[src/rtl/cdc_tx_arbiter_pkg.sv]
// Shared definitions for the a->b CDC source controller: FSM encoding and default sizes.
package cdc_tx_arbiter_pkg;

    typedef enum logic [1:0] {
        ST_IDLE = 2'd0,
        ST_REQ  = 2'd1,
        ST_DROP = 2'd2
    } state_t;

    localparam int DEF_K           = 8;
    localparam int DEF_N           = 4;
    localparam int DEF_SYNC_STAGES = 2;
    localparam int DEF_CNT_W       = 16;

endpackage

[src/rtl/cdc_tx_arbiter_sync_bit.sv]
// Multi-flop single-bit synchroniser with synchronous active-high reset.
module cdc_sync_bit #(
    parameter int SYNC_STAGES = 2
) (
    input  logic clk,
    input  logic rst,
    input  logic i_d,
    output logic o_q
);

    logic [SYNC_STAGES-1:0] r_sync;

    always_ff @(posedge clk) begin
        if (rst) begin
            r_sync <= '0;
        end else begin
            r_sync <= {r_sync[SYNC_STAGES-2:0], i_d};
        end
    end

    assign o_q = r_sync[SYNC_STAGES-1];

endmodule

[src/rtl/cdc_tx_arbiter.sv]
// a_clk-domain source side of the a->b CDC path: round-robin arbiter feeding a
// 4-phase req/ack handshake whose data word is held stable for the whole exchange.
module cdc_tx_arbiter
    import cdc_tx_arbiter_pkg::*;
#(
    parameter int K           = DEF_K,
    parameter int N           = DEF_N,
    parameter int SYNC_STAGES = DEF_SYNC_STAGES,
    parameter int CNT_W       = DEF_CNT_W
) (
    input  logic                 a_clk,
    input  logic                 rst,
    input  logic                 en,
    input  logic [N-1:0]         src_valid,
    input  logic [N*K-1:0]       src_data,
    output logic [N-1:0]         src_ready,
    output logic                 a_req,
    output logic [K-1:0]         a_data_out,
    input  logic                 b_ack,
    output logic                 busy,
    output logic [$clog2(N)-1:0] grant_id,
    output logic [CNT_W-1:0]     xfer_count
);

    localparam int IDX_W = $clog2(N);

    state_t             r_state;
    state_t             w_state_nxt;
    logic               w_ack_s;
    logic               w_grant;
    logic               w_found;
    logic [IDX_W-1:0]   w_win;
    logic [IDX_W-1:0]   r_rr_ptr;
    logic               r_a_req;
    logic [K-1:0]       r_a_data_out;
    logic [IDX_W-1:0]   r_grant_id;
    logic [CNT_W-1:0]   r_xfer_count;

    // Scanning offsets from high to low lets the lowest offset from ptr win last.
    function automatic logic [IDX_W:0] f_rr_search(input logic [N-1:0] valid,
                                                   input logic [IDX_W-1:0] ptr);
        logic [IDX_W:0] res;
        int             j;
        res = '0;
        for (int k = N - 1; k >= 0; k--) begin
            j = (int'(ptr) + k) % N;
            if (valid[j]) begin
                res = {1'b1, IDX_W'(j)};
            end
        end
        return res;
    endfunction

    cdc_sync_bit #(
        .SYNC_STAGES(SYNC_STAGES)
    ) u_ack_sync (
        .clk (a_clk),
        .rst (rst),
        .i_d (b_ack),
        .o_q (w_ack_s)
    );

    assign {w_found, w_win} = f_rr_search(src_valid, r_rr_ptr);

    always_comb begin
        w_state_nxt = r_state;
        w_grant     = 1'b0;
        src_ready   = '0;
        case (r_state)
            ST_IDLE: begin
                // A stale ack still high from the b side must not start a new request.
                if (!rst && en && w_found && !w_ack_s) begin
                    w_grant          = 1'b1;
                    src_ready[w_win] = 1'b1;
                    w_state_nxt      = ST_REQ;
                end
            end
            ST_REQ: begin
                if (w_ack_s) begin
                    w_state_nxt = ST_DROP;
                end
            end
            ST_DROP: begin
                if (!w_ack_s) begin
                    w_state_nxt = ST_IDLE;
                end
            end
            default: w_state_nxt = ST_IDLE;
        endcase
    end

    always_ff @(posedge a_clk) begin
        if (rst) begin
            r_state      <= ST_IDLE;
            r_rr_ptr     <= '0;
            r_a_req      <= 1'b0;
            r_a_data_out <= '0;
            r_grant_id   <= '0;
            r_xfer_count <= '0;
        end else begin
            r_state <= w_state_nxt;
            if (w_grant) begin
                r_a_data_out <= src_data[int'(w_win)*K +: K];
                r_grant_id   <= w_win;
                r_rr_ptr     <= (w_win == IDX_W'(N - 1)) ? '0 : w_win + 1'b1;
                r_a_req      <= 1'b1;
            end
            if (r_state == ST_REQ && w_ack_s) begin
                r_a_req <= 1'b0;
            end
            if (r_state == ST_DROP && !w_ack_s) begin
                r_xfer_count <= r_xfer_count + 1'b1;
            end
        end
    end

    assign a_req      = r_a_req;
    assign a_data_out = r_a_data_out;
    assign grant_id   = r_grant_id;
    assign xfer_count = r_xfer_count;
    assign busy       = (r_state != ST_IDLE);

endmodule
[config.mk]
export PLATFORM = sky130hd
export DESIGN_NAME = cdc_tx_arbiter
export DESIGN_NICKNAME = d
export VERILOG_FILES = /design/src/rtl/cdc_tx_arbiter_pkg.sv /design/src/rtl/cdc_tx_arbiter_sync_bit.sv /design/src/rtl/cdc_tx_arbiter.sv
export SDC_FILE = /design/constraint.sdc
export NUM_CORES = 1
export LEC_CHECK = 0
export CELL_PAD_IN_SITES_DETAIL_PLACEMENT = 1
export CELL_PAD_IN_SITES_GLOBAL_PLACEMENT = 2
export CORE_MARGIN = 1.5
export CORE_UTILIZATION = 22
export CTS_BUF_LIST = sky130_fd_sc_hd__clkbuf_16
export DETAILED_ROUTE_END_ITERATION = 12
export GPL_ROUTABILITY_DRIVEN = 1
export PLACE_DENSITY_LB_ADDON = 0.1
export REMOVE_ABC_BUFFERS = 1
export SYNTH_ARGS = -nofsm -noshare
export SYNTH_HDL_FRONTEND = slang
export SYNTH_SLANG_ARGS = --single-unit
[constraint.sdc]
create_clock -name a_clk -period 1.9 [get_ports a_clk]
set_input_delay 0.285 -clock a_clk [delete_from_list [all_inputs] [get_ports a_clk]]
set_output_delay 0.285 -clock a_clk [all_outputs]
set_load 0.02 [all_outputs]
==> impl_metrics.csv <==
group,metric,value,unit
status,status,"complete, but fails checks",
status,violations,"negative setup slack",
sta,relSlewSlack,70.8,%
power,p_clk_share,42.1,%
logic_synthesis,ys_top_cells_by_area,"dfxtp_1, mux2_1, nor2_1, a221o_1, xnor2_1",
placement,place_congestion,0.733,
setup_path,cpPeakStageDelay,0.59,ns
floorplanning,start_util,23.1,%
logic_synthesis,yosys_warnings,0,
placement,place_hpwl,4090,um
cts,h-tree-depth,2,
global_route,grt_max_degree,35,
sta,min_period,2.07,ns
layout,layout_commonest_cell,"clkdlybuf4s50_1",
cts,cts_buffers,5,
global_route,antenna_found_initial,0,
sta,finalClockSkew,0.00488,ns
floorplanning,die_area,8260,um2
cts,root_buffer,"clkbuf_16",
layout,multi_input_area,1180,um2
power,power.switching,0.523,mW
power,p_leak,1.27,nW
cts,clk_latency,0.28,ns
route,wirelength,5900,um
global_route,grt_pass1_wl,9430,um
floorplanning,die_h,90.9,um
global_route,grt_pass1_vias,1819,
setup_path,end_kind,"output port",
route,vias,1708,
floorplanning,num_rows,31,
route,first_pass_iters,4,
global_route,grt_overflow_total,0,
sta,rsz0062_at_grt,"true",
route,avgRoutedWirePerCell,15.6,um
worst_hold_path,hold_class,"register to register",
logic_synthesis,ys_types,37,
logic_synthesis,avgSynthCellArea,9.49,um2
power,fin_total_pwr,2.16,mW
route,drt_iter0_drc,39,
setup_path,setup.worst_path.start_class,"primary input",
global_route,use_met3,3.96,%
layout,fin_nets,320,
power,cell_internal_pwr,1.63,mW
cts,path_clk_slew,0.05,ns
setup_path,path_cells,"dlygate4sd2_1 -> nor2b_4 -> or4_4 -> nand2_8 -> ha_4 -> inv_2 -> nor2_1 -> buf_4",
floorplanning,fp.dieW,90.9,um
run,maxCapViolations,0,
layout,antenna_cells,0,
sta,fin_ws,-0.172,ns
global_route,top_usage_layer,"met2",
global_route,met1_usage,16.8,%
power,irDropWorstVdd,371,uV
sta,timing.fmax,0.483,GHz
route,drc,0,
layout,drive_above_1_share,30.1,%
sta,worstMarginPinSlew,0.437,ns
logic_synthesis,syn_inst,179,
logic_synthesis,async_flop_share,0,%
layout,area_growth,82.9,%
route,antenna_left,0,
setup_path,required,1.62,ns
cts,numClockSinks,33,
setup_path,arrival,1.79,ns
sta,fin_crit_sh,109,%
layout,mostFrequentLayoutCells,"clkdlybuf4s50_1, dfxtp_1, buf_4",
placement,numPortBuffers,71,
setup_path,crit_fanout,4,
layout,seqCellArea,668,um2
sta,drv_slew,0,
logic_synthesis,ys_ff_latch,33,
global_route,grt_util_met2,26.1,%
cts,cts_tree,"done",
floorplanning,io_pins,72,
setup_path,worst-setup-path-type,"primary input to output port",
logic_synthesis,ys_seq_area_share,38.9,%
global_route,grt_usage,14.4,%
layout,final.fill_count,830,
placement,placedCellCount,364,
route,vias_per_cell,4.52,
logic_synthesis,synth_flop_cell,"dfxtp_1",
power,swShare,24.2,%
logic_synthesis,synth.largest_area_cell,"dfxtp_1",
power,seqPwrFrac,34.4,%
sta,setup_viol,12,
power,p_comb_share,23.5,%
layout,fin_cells,378,
setup_path,cpMaxStageDelayCell,"or4_4",
power,power_density,694,nW/um2
logic_synthesis,syn-cell-area,1700,um2
floorplanning,core,7370,um2
logic_synthesis,synth_edf_count,0,
logic_synthesis,yosysTopAreaCellShare,38.9,%
cts,clockBufferDepth,2,
sta,hold_violations,0,
sta,fin_hold_ws,0.443,ns
==> power by group through the flow <==
| stage | Sequential, mW | Clock (mW) | Combinational, mW |
|---|---|---|---|
| 2_1_floorplan | 0.786 | 0 | 0.134 |
| 3_3_place_gp | 0.754 | 0 | 0.394 |
| 3_5_place_dp | 0.755 | 0 | 0.395 |
| 4_1_cts | 0.742 | 0.936 | 0.446 |
| 5_1_grt | 0.746 | 0.971 | 0.540 |
| 6_report | 0.742 | 0.908 | 0.506 |
==> per-stage QoR <==
stage                     utilization [%]  setup WS [ns]  instance area (um2)  setup TNS [ns]
after floorplan                         -         -0.363                 1660           -2.94
after global placement               36.1         -0.897                 2660          -11.74
after detailed placement             36.1         -0.851                 2660          -11.63
after CTS                            40.0         -0.153                 2950           -1.52
after global routing                 42.2         -0.219                 3110           -1.99
final                                42.2         -0.172                 3110           -1.46
==> state kept, by name, indices dropped and copies added (netlist names) <==
name,cells
r_rr_ptr,2
u_ack_sync.r_sync,2
r_state,2
grant_id,2
xfer_count,16
a_req,1
a_data_out,8
==> cell families after synthesis <==
kind of cell / share of synthesized area (%)
xor gates and xnor gates: 7.22
muxes: 12.4
and+or+nand+nor: 28.1
AOI/OAI and AO/OA: 8.54
buffers and inverters: 3.39
adders and majority gates: 1.47
DFF: 38.9
==> cell usage after synthesis, drive strengths merged (6+ instances only) <==
master  count
and3b       8
a221o       8
dfxtp      33
buf         6
nor2b       8
nor3        7
xnor2       9
nor2       23
nand2      10
mux2       17
a21oi       6
==> cell type report <==
type,count,share of cell area (%)
well taps,99,3.99
clock buffers,5,4.03
clock inverters,3,1.21
repair buffers,99,30.7
multi-input cells,134,38.0
flip-flops and latches,33,21.5
inverters,5,0.604
==> repair_timing <==
item                                    CTS  global route
hold buffers                              0             0
endpoints found under the setup margin   18            15
setup buffers                             2             3
cloned                                    0             1
gates resized for setup                  58            28
pin swaps                                 7            15
==> worst max-delay path: cells and delay by family <==
kind / cells / cell delay, ns
buffers and inverters: 3 / 0.43
adders and majority gates: 1 / 0.13
and+or+nand+nor: 4 / 0.93
==> final timing paths <==
path	startpoint	to	slack (ns)	depth (start not counted)
setup reg to reg	r_rr_ptr[0]$_SDFFE_PP0P_	a_data_out[6]$_SDFFE_PP0P_	-0.12	6
hold / removal	u_ack_sync.r_sync[0]$_SDFF_PP0_	u_ack_sync.r_sync[1]$_SDFF_PP0_	0.44	1
hold reg to reg	u_ack_sync.r_sync[0]$_SDFF_PP0_	u_ack_sync.r_sync[1]$_SDFF_PP0_	0.44	1
setup / recovery	src_valid[2]	src_ready[3]	-0.17	8
==> routing by layer <==
| layer | routed length [um] | part of all wire, % |
|---|---|---|
| met5 | 0 | 0 |
| met3 | 153 | 2.6 |
| met1 | 2660 | 45 |
| met2 | 3040 | 52 |
| met4 | 41 | 0.70 |
Note: power is estimated with default switching activity, not from simulation.
